--- config.mk ---
export PLATFORM = sky130hd
export DESIGN_NAME = rf_wr_port_arb_flat
export DESIGN_NICKNAME = d
export VERILOG_FILES = /design/src/rtl/rf_wr_port_arb_if.sv /design/src/rtl/rf_wr_port_arb.sv /design/src/flat_wrapper.sv
export SDC_FILE = /design/constraint.sdc
export NUM_CORES = 1
export LEC_CHECK = 0
export CAP_MARGIN = 20
export CORE_MARGIN = 8
export CORE_UTILIZATION = 45
export CTS_BUF_LIST = sky130_fd_sc_hd__clkbuf_8
export DETAILED_ROUTE_END_ITERATION = 12
export GPL_TIMING_DRIVEN = 0
export PLACE_DENSITY = 0.78
export SYNTH_ARGS = -nofsm -noshare
export SYNTH_HDL_FRONTEND = slang
export SYNTH_SLANG_ARGS = --single-unit
--- constraint.sdc ---
create_clock -name clk_i -period 6.5 [get_ports clk_i]
set_input_delay 1.3 -clock clk_i [delete_from_list [all_inputs] [get_ports clk_i]]
set_output_delay 1.3 -clock clk_i [all_outputs]
set_load 0.01 [all_outputs]
--- src/rtl/rf_wr_port_arb_if.sv ---
// Register-file write-port arbiter bus: WB request, LL request/handshake, RF write and hazard exports.
interface rf_wr_port_arb_if #(parameter int XLEN = 32);
    logic            wb_en_i;
    logic [4:0]      wb_reg_i;
    logic [XLEN-1:0] wb_data_i;
    logic            ll_valid_i;
    logic            ll_ready_o;
    logic [4:0]      ll_reg_i;
    logic [XLEN-1:0] ll_data_i;
    logic            rf_wr_en_o;
    logic [4:0]      rf_wr_reg_o;
    logic [XLEN-1:0] rf_wr_data_o;
    logic [31:0]     busy_o;
    logic            stall_req_o;
    logic            fwd_src_ll_o;

    modport slave (
        input  wb_en_i, wb_reg_i, wb_data_i, ll_valid_i, ll_reg_i, ll_data_i,
        output ll_ready_o, rf_wr_en_o, rf_wr_reg_o, rf_wr_data_o, busy_o, stall_req_o, fwd_src_ll_o
    );
    modport master (
        output wb_en_i, wb_reg_i, wb_data_i, ll_valid_i, ll_reg_i, ll_data_i,
        input  ll_ready_o, rf_wr_en_o, rf_wr_reg_o, rf_wr_data_o, busy_o, stall_req_o, fwd_src_ll_o
    );
endinterface

--- src/rtl/rf_wr_port_arb.sv ---
// RF write-port arbiter: WB has priority, LL results queue in a FIFO and drain into idle slots.
// Define RF_ARB_STATS_EN to add the stall_cycles_o / ll_writes_o saturating counters.
module rf_wr_port_arb #(
    parameter int DEPTH        = 4,
    parameter int STARVE_LIMIT = 8,
    parameter int XLEN         = 32
) (
    input  logic          clk_i,
    input  logic          rst_i,
    rf_wr_port_arb_if.slave bus
`ifdef RF_ARB_STATS_EN
    ,
    output logic [15:0]   stall_cycles_o,
    output logic [15:0]   ll_writes_o
`endif
);
    localparam int AW = $clog2(DEPTH);
    localparam int CW = $clog2(STARVE_LIMIT + 1);

    typedef enum logic [1:0] {IDLE, WAIT, FORCE} state_t;

    logic [4:0]      r_reg  [DEPTH];
    logic [XLEN-1:0] r_data [DEPTH];
    logic [DEPTH-1:0] r_vld;
    logic [AW-1:0]   r_wptr, r_rptr;
    logic [AW:0]     r_cnt;
    state_t          r_state;
    logic [CW-1:0]   r_deny;
    logic            r_stall;

    logic            w_full, w_empty, w_wb_win, w_ll_grant, w_enq, w_denied;
    logic [AW:0]     w_cnt_nxt;
    logic [31:0]     w_busy;

    assign w_full     = (r_cnt == (AW+1)'(DEPTH));
    assign w_empty    = (r_cnt == '0);
    // Writes are suppressed during reset so a stale head never reaches the RF.
    assign w_wb_win   = !rst_i && bus.wb_en_i && (bus.wb_reg_i != 5'd0);
    assign w_ll_grant = !rst_i && !w_wb_win && !w_empty;
    assign w_denied   = !w_empty && !w_ll_grant;
    assign w_enq      = bus.ll_valid_i && !w_full && (bus.ll_reg_i != 5'd0);
    assign w_cnt_nxt  = r_cnt + (AW+1)'(w_enq) - (AW+1)'(w_ll_grant);

    assign bus.ll_ready_o  = !w_full;
    assign bus.stall_req_o = r_stall;
    assign bus.busy_o      = w_busy;

    always_comb begin
        bus.rf_wr_en_o   = 1'b0;
        bus.rf_wr_reg_o  = 5'd0;
        bus.rf_wr_data_o = '0;
        bus.fwd_src_ll_o = 1'b0;
        if (w_wb_win) begin
            bus.rf_wr_en_o   = 1'b1;
            bus.rf_wr_reg_o  = bus.wb_reg_i;
            bus.rf_wr_data_o = bus.wb_data_i;
        end else if (w_ll_grant) begin
            bus.rf_wr_en_o   = 1'b1;
            bus.rf_wr_reg_o  = r_reg[r_rptr];
            bus.rf_wr_data_o = r_data[r_rptr];
            bus.fwd_src_ll_o = 1'b1;
        end
    end

    always_comb begin
        w_busy = '0;
        for (int i = 0; i < DEPTH; i++)
            if (r_vld[i]) w_busy[r_reg[i]] = 1'b1;
        w_busy[0] = 1'b0;
    end

    always_ff @(posedge clk_i) begin
        if (rst_i) begin
            r_wptr <= '0;
            r_rptr <= '0;
            r_cnt  <= '0;
            r_vld  <= '0;
        end else begin
            if (w_enq) begin
                r_reg[r_wptr]  <= bus.ll_reg_i;
                r_data[r_wptr] <= bus.ll_data_i;
                r_vld[r_wptr]  <= 1'b1;
                r_wptr         <= r_wptr + AW'(1);
            end
            if (w_ll_grant) begin
                r_vld[r_rptr] <= 1'b0;
                r_rptr        <= r_rptr + AW'(1);
            end
            r_cnt <= w_cnt_nxt;
        end
    end

    // Starvation FSM: stall_req_o is registered and follows the FORCE state.
    always_ff @(posedge clk_i) begin
        if (rst_i) begin
            r_state <= IDLE;
            r_deny  <= '0;
            r_stall <= 1'b0;
        end else begin
            case (r_state)
                IDLE: begin
                    if (w_cnt_nxt != '0) r_state <= WAIT;
                end
                WAIT: begin
                    if (w_cnt_nxt == '0) begin
                        r_state <= IDLE;
                        r_deny  <= '0;
                    end else if ((w_denied && r_deny == CW'(STARVE_LIMIT - 1)) || w_full) begin
                        r_state <= FORCE;
                        r_deny  <= '0;
                        r_stall <= 1'b1;
                    end else if (w_denied) begin
                        r_deny <= r_deny + CW'(1);
                    end else begin
                        r_deny <= '0;
                    end
                end
                FORCE: begin
                    if (w_cnt_nxt == '0) begin
                        r_state <= IDLE;
                        r_deny  <= '0;
                        r_stall <= 1'b0;
                    end else if (w_ll_grant) begin
                        r_deny <= '0;
                    end
                end
                default: begin
                    r_state <= IDLE;
                    r_deny  <= '0;
                    r_stall <= 1'b0;
                end
            endcase
        end
    end

`ifdef RF_ARB_STATS_EN
    logic [15:0] r_stall_cyc, r_ll_wr;

    always_ff @(posedge clk_i) begin
        if (rst_i) begin
            r_stall_cyc <= '0;
            r_ll_wr     <= '0;
        end else begin
            if (r_stall && r_stall_cyc != 16'hFFFF)   r_stall_cyc <= r_stall_cyc + 16'd1;
            if (w_ll_grant && r_ll_wr != 16'hFFFF)    r_ll_wr     <= r_ll_wr + 16'd1;
        end
    end

    assign stall_cycles_o = r_stall_cyc;
    assign ll_writes_o    = r_ll_wr;
`endif
endmodule
--- src/flat_wrapper.sv ---
// flat-port wrapper written by rule: the top's interface ports become plain ports
module rf_wr_port_arb_flat 
#(
    parameter int DEPTH        = 4,
    parameter int STARVE_LIMIT = 8,
    parameter int XLEN         = 32
)
  (clk_i, rst_i, bus_wb_en_i, bus_wb_reg_i, bus_wb_data_i, bus_ll_valid_i, bus_ll_reg_i, bus_ll_data_i, bus_ll_ready_o, bus_rf_wr_en_o, bus_rf_wr_reg_o, bus_rf_wr_data_o, bus_busy_o, bus_stall_req_o, bus_fwd_src_ll_o);
  rf_wr_port_arb_if #(.XLEN(XLEN)) bus_i ();
  input  logic clk_i;
  input  logic rst_i;
  input wire logic [$bits(bus_i.wb_en_i)-1:0] bus_wb_en_i;
  input wire logic [$bits(bus_i.wb_reg_i)-1:0] bus_wb_reg_i;
  input wire logic [$bits(bus_i.wb_data_i)-1:0] bus_wb_data_i;
  input wire logic [$bits(bus_i.ll_valid_i)-1:0] bus_ll_valid_i;
  input wire logic [$bits(bus_i.ll_reg_i)-1:0] bus_ll_reg_i;
  input wire logic [$bits(bus_i.ll_data_i)-1:0] bus_ll_data_i;
  output wire logic [$bits(bus_i.ll_ready_o)-1:0] bus_ll_ready_o;
  output wire logic [$bits(bus_i.rf_wr_en_o)-1:0] bus_rf_wr_en_o;
  output wire logic [$bits(bus_i.rf_wr_reg_o)-1:0] bus_rf_wr_reg_o;
  output wire logic [$bits(bus_i.rf_wr_data_o)-1:0] bus_rf_wr_data_o;
  output wire logic [$bits(bus_i.busy_o)-1:0] bus_busy_o;
  output wire logic [$bits(bus_i.stall_req_o)-1:0] bus_stall_req_o;
  output wire logic [$bits(bus_i.fwd_src_ll_o)-1:0] bus_fwd_src_ll_o;
  assign bus_i.wb_en_i = bus_wb_en_i;
  assign bus_i.wb_reg_i = bus_wb_reg_i;
  assign bus_i.wb_data_i = bus_wb_data_i;
  assign bus_i.ll_valid_i = bus_ll_valid_i;
  assign bus_i.ll_reg_i = bus_ll_reg_i;
  assign bus_i.ll_data_i = bus_ll_data_i;
  assign bus_ll_ready_o = bus_i.ll_ready_o;
  assign bus_rf_wr_en_o = bus_i.rf_wr_en_o;
  assign bus_rf_wr_reg_o = bus_i.rf_wr_reg_o;
  assign bus_rf_wr_data_o = bus_i.rf_wr_data_o;
  assign bus_busy_o = bus_i.busy_o;
  assign bus_stall_req_o = bus_i.stall_req_o;
  assign bus_fwd_src_ll_o = bus_i.fwd_src_ll_o;
  rf_wr_port_arb #(.DEPTH(DEPTH), .STARVE_LIMIT(STARVE_LIMIT), .XLEN(XLEN)) u_core (.clk_i(clk_i), .rst_i(rst_i), .bus(bus_i));
endmodule
==> flow_metrics.tcl, run 1 <==
set metrics [dict create \
    status "finished clean" \
    drive_gt1_share_pct 13.48 \
    ys.warnings.count 0 \
    cp.required_ns 5.20 \
    tns_ns 0 \
    drt_iter0_drc 587 \
    area_growth_syn_to_layout_pct 29.16 \
    slew_viol_final 0 \
    largest_reg_flops 128 \
    die_x_microns 148.0 \
    port_buffers 149 \
    globalRouteOverflowTotal 0 \
    synth-simple-area-share_pct 9.174 \
    cts_root_buffer "clkbuf_8" \
    n_antenna_cell 0 \
    min_period_ns 5.780 \
    synth_flop_cell "edfxtp_1" \
    p_leak_nw 3.258 \
    wl_microns 22500 \
    grt_pass1_vias 5912 \
    finalHoldViolCount 0 \
    synth-compound-area-share_pct 13.02 \
    place.gp.congestion 0.9425 \
    clkTransAtPathRegs_ns 0.10 \
    start_util_pct 45.66 \
    timing.rr.start "u_core.r_cnt[1]" \
    setup.worst_path.start "bus_wb_reg_i[2]" \
    die_area_sq_um 21910 \
    synth_top_area_share_pct 56.67 \
    netlist_area_sq_um 7843 \
    rr_worst_depth 12 \
    rsz0062_at_grt "no" \
    cts_num_sinks 168 \
    cp.arrival_ns 4.48 \
    cp-endpoint "bus_rf_wr_data_o[0]" \
    cap_violations 0 \
    final_nets 789 \
    async_flop_share_pct 0 \
    rows 48 \
    track_usage_pct 20.41 \
    period_share_pct 88.92 \
    synthCells 525 \
    core-area_sq_um 17180 \
    cts_resized 0 \
    cts_inserted_buffers 17 \
    critPathKind "input pin to output port" \
    yosysTopAreaCell "edfxtp_1" \
    synth_adder_area_share_pct 2.010 \
    syn_avg_cell_area_sq_um 14.94 \
    antenna_found_initial 0 \
    dpl.hpwl_microns 16500 \
    synth_fp_nets 615 \
    wl_per_cell_microns 24.01 \
    ys_types 53 \
    p_total_w 0.002723 \
    vias 5665 \
    synthTopCellsByArea "edfxtp_1, mux4_2, dfxtp_1" \
    r2r_end "u_core.r_deny[3]" \
    synth_top_family_by_area "compound AO/OA/AOI/OAI gates" \
    via_per_inst 6.046 \
    die_y_microns 148.0 \
    route.detailed.drc 0 \
    postCtsSetupRepairBufs 0 \
    synth.yosys.seq_area_share_pct 61.77 \
    fmax_mhz 173.0 \
    worstMarginPinSlew_ns 0.9521 \
    dr.pass1.iters 5 \
    reg2reg_setup_slack_ns 2.62 \
    clock_skew_ns 0.01830 \
    ys_seq_elements 168 \
    holdCritPathClass "flop to flop" \
    ir_drop_uv 144.2 \
    cts.path.max_buffers 2 \
    worstSkewPairLatency_ns 0.45 \
    cts_tree "built" \
    finalSetupViolCount 0 \
    synth_xor_area_share_pct 0.5105 \
    power_density_nw_per_um2 268.9 \
    max-slew-margin-rel_pct 36.52 \
    ios 151 \
    route.antenna.remaining_nets 0 \
    grt_pass1_wl_microns 34290 \
    synth.mux.area_fraction_pct 10.90 \
    cts_hold_buf 0 \
    worstPathMaxFanout 10 \
    synth-edff-count 148 \
    critPathCaptureType "output port" \
    grt_max_degree 30 \
    htree_levels 4 \
    cp-start-kind "input pin" \
]
## kinds of logic after synthesis
group | Yosys count
buffers and inverters | 51
flip-flops | 168
AND/OR/NAND/NOR | 125
adder cells (fa/ha/maj) | 12
multiplexers | 39
other | 1
XOR/XNOR | 3
AO/OA/AOI/OAI | 126
## cell type report
type                    instances  area [sq um]
clock buffers                  17         234.0
clock inverters                15         185.2
multi-input cells             306          2801
fillers                      1369          7047
well taps                     225         281.5
repair buffers                155          1582
inverters                      16         60.06
flip-flops and latches        168          4845
plain buffers                  35         141.4
## cell usage after synthesis (11+ instances only)
master and instances:
ha_1 11, a221o_1 11, clkbuf_1 28, a22o_1 38, nand3_1 12, edfxtp_1 148, mux4_2 37, dfxtp_1 20
inv_1 16, nand2_1 14, nor2_1 29, nand3b_1 17, a21oi_1 16, o221ai_1 18
## through the flow
step | hold slack (ns) | worst slack, ns | util [%] | std cells | area, sq um
floorplan | 0.4645 | 1.819 | - | 525 | 7843
detailed placement | 0.4853 | 0.6713 | 56.53 | 905 | 9711
finish | 0.5086 | 0.7203 | 58.97 | 937 | 10130
CTS | 0.5050 | 0.6955 | 58.97 | 937 | 10130
global route | 0.5489 | 0.6219 | 58.97 | 937 | 10130
global placement | 0.4828 | 0.7501 | 55.98 | 899 | 9615
## routing by layer
layer	GRT usage (%)	routed length (microns)	up-vias	share of wire, %
met5	0	0	-	0
met4	6.170	337	0	1.5
met3	5.778	2038	31	9.1
met2	33.56	10940	299	49
met1	25.69	9185	2823	41
li1	-	-	2512	-
## power breakdown
part	internal, W	total [W]	switching [W]
clock	0.000358	0.000765	0.000407
combinational	0.000317	0.000651	0.000334
sequential	0.00126	0.00131	0.0000489
total	0.00193	0.00272	0.000790
## worst min-delay path by stage
stage                                       from                      to  slack (ns)  cells after the start
final                     u_core.bus.stall_req_o  u_core.bus.stall_req_o        0.51                      2
after global routing      u_core.bus.stall_req_o  u_core.bus.stall_req_o        0.55                      2
after CTS                 u_core.bus.stall_req_o  u_core.bus.stall_req_o        0.51                      2
after detailed placement  u_core.bus.stall_req_o  u_core.bus.stall_req_o        0.49                      2
after global placement         u_core.r_state[0]       u_core.r_state[0]        0.48                      1
after floorplan                u_core.r_state[0]       u_core.r_state[0]        0.46                      1
## critical path: stages
cell and delay [ns]:
clkdlybuf4s50_1 0.44, or4_1 0.53, clkbuf_1 0.18, a2111oi_4 0.86, buf_2 0.42, a22o_1 0.17, clkdlybuf4s50_1 0.57
## layout by cell type (no fill, tap or decap), types with 5 or more instances in the layout
cell and count:
nand3_1 12, a21oi_1 16, buf_2 7, a22o_1 38, clkbuf_1 28, mux4_2 37, clkdlybuf4s50_1 149, a221o_1 11
and3_1 6, nand2_1 14, inv_1 16, nor3b_1 8, o221ai_1 18, and3b_1 5, or3b_2 7, nand3b_1 17
nor2_1 29, edfxtp_1 148, nor2b_1 5, a22oi_1 8, o22ai_1 10, clkbuf_8 17, ha_1 11, dfxtp_1 20
Power figures use the tool's default switching activity.
==> run 2: changes to the inputs <==
--- a/config.mk
+++ b/config.mk
@@ -12,6 +12,7 @@
 export DETAILED_ROUTE_END_ITERATION = 12
 export GPL_TIMING_DRIVEN = 0
 export PLACE_DENSITY = 0.78
+export SKIP_LAST_GASP = 1
 export SYNTH_ARGS = -nofsm -noshare
 export SYNTH_HDL_FRONTEND = slang
 export SYNTH_SLANG_ARGS = --single-unit
==> results of run 2 <==
No change in the layout: final DEF, timing and power equal those of run 1.
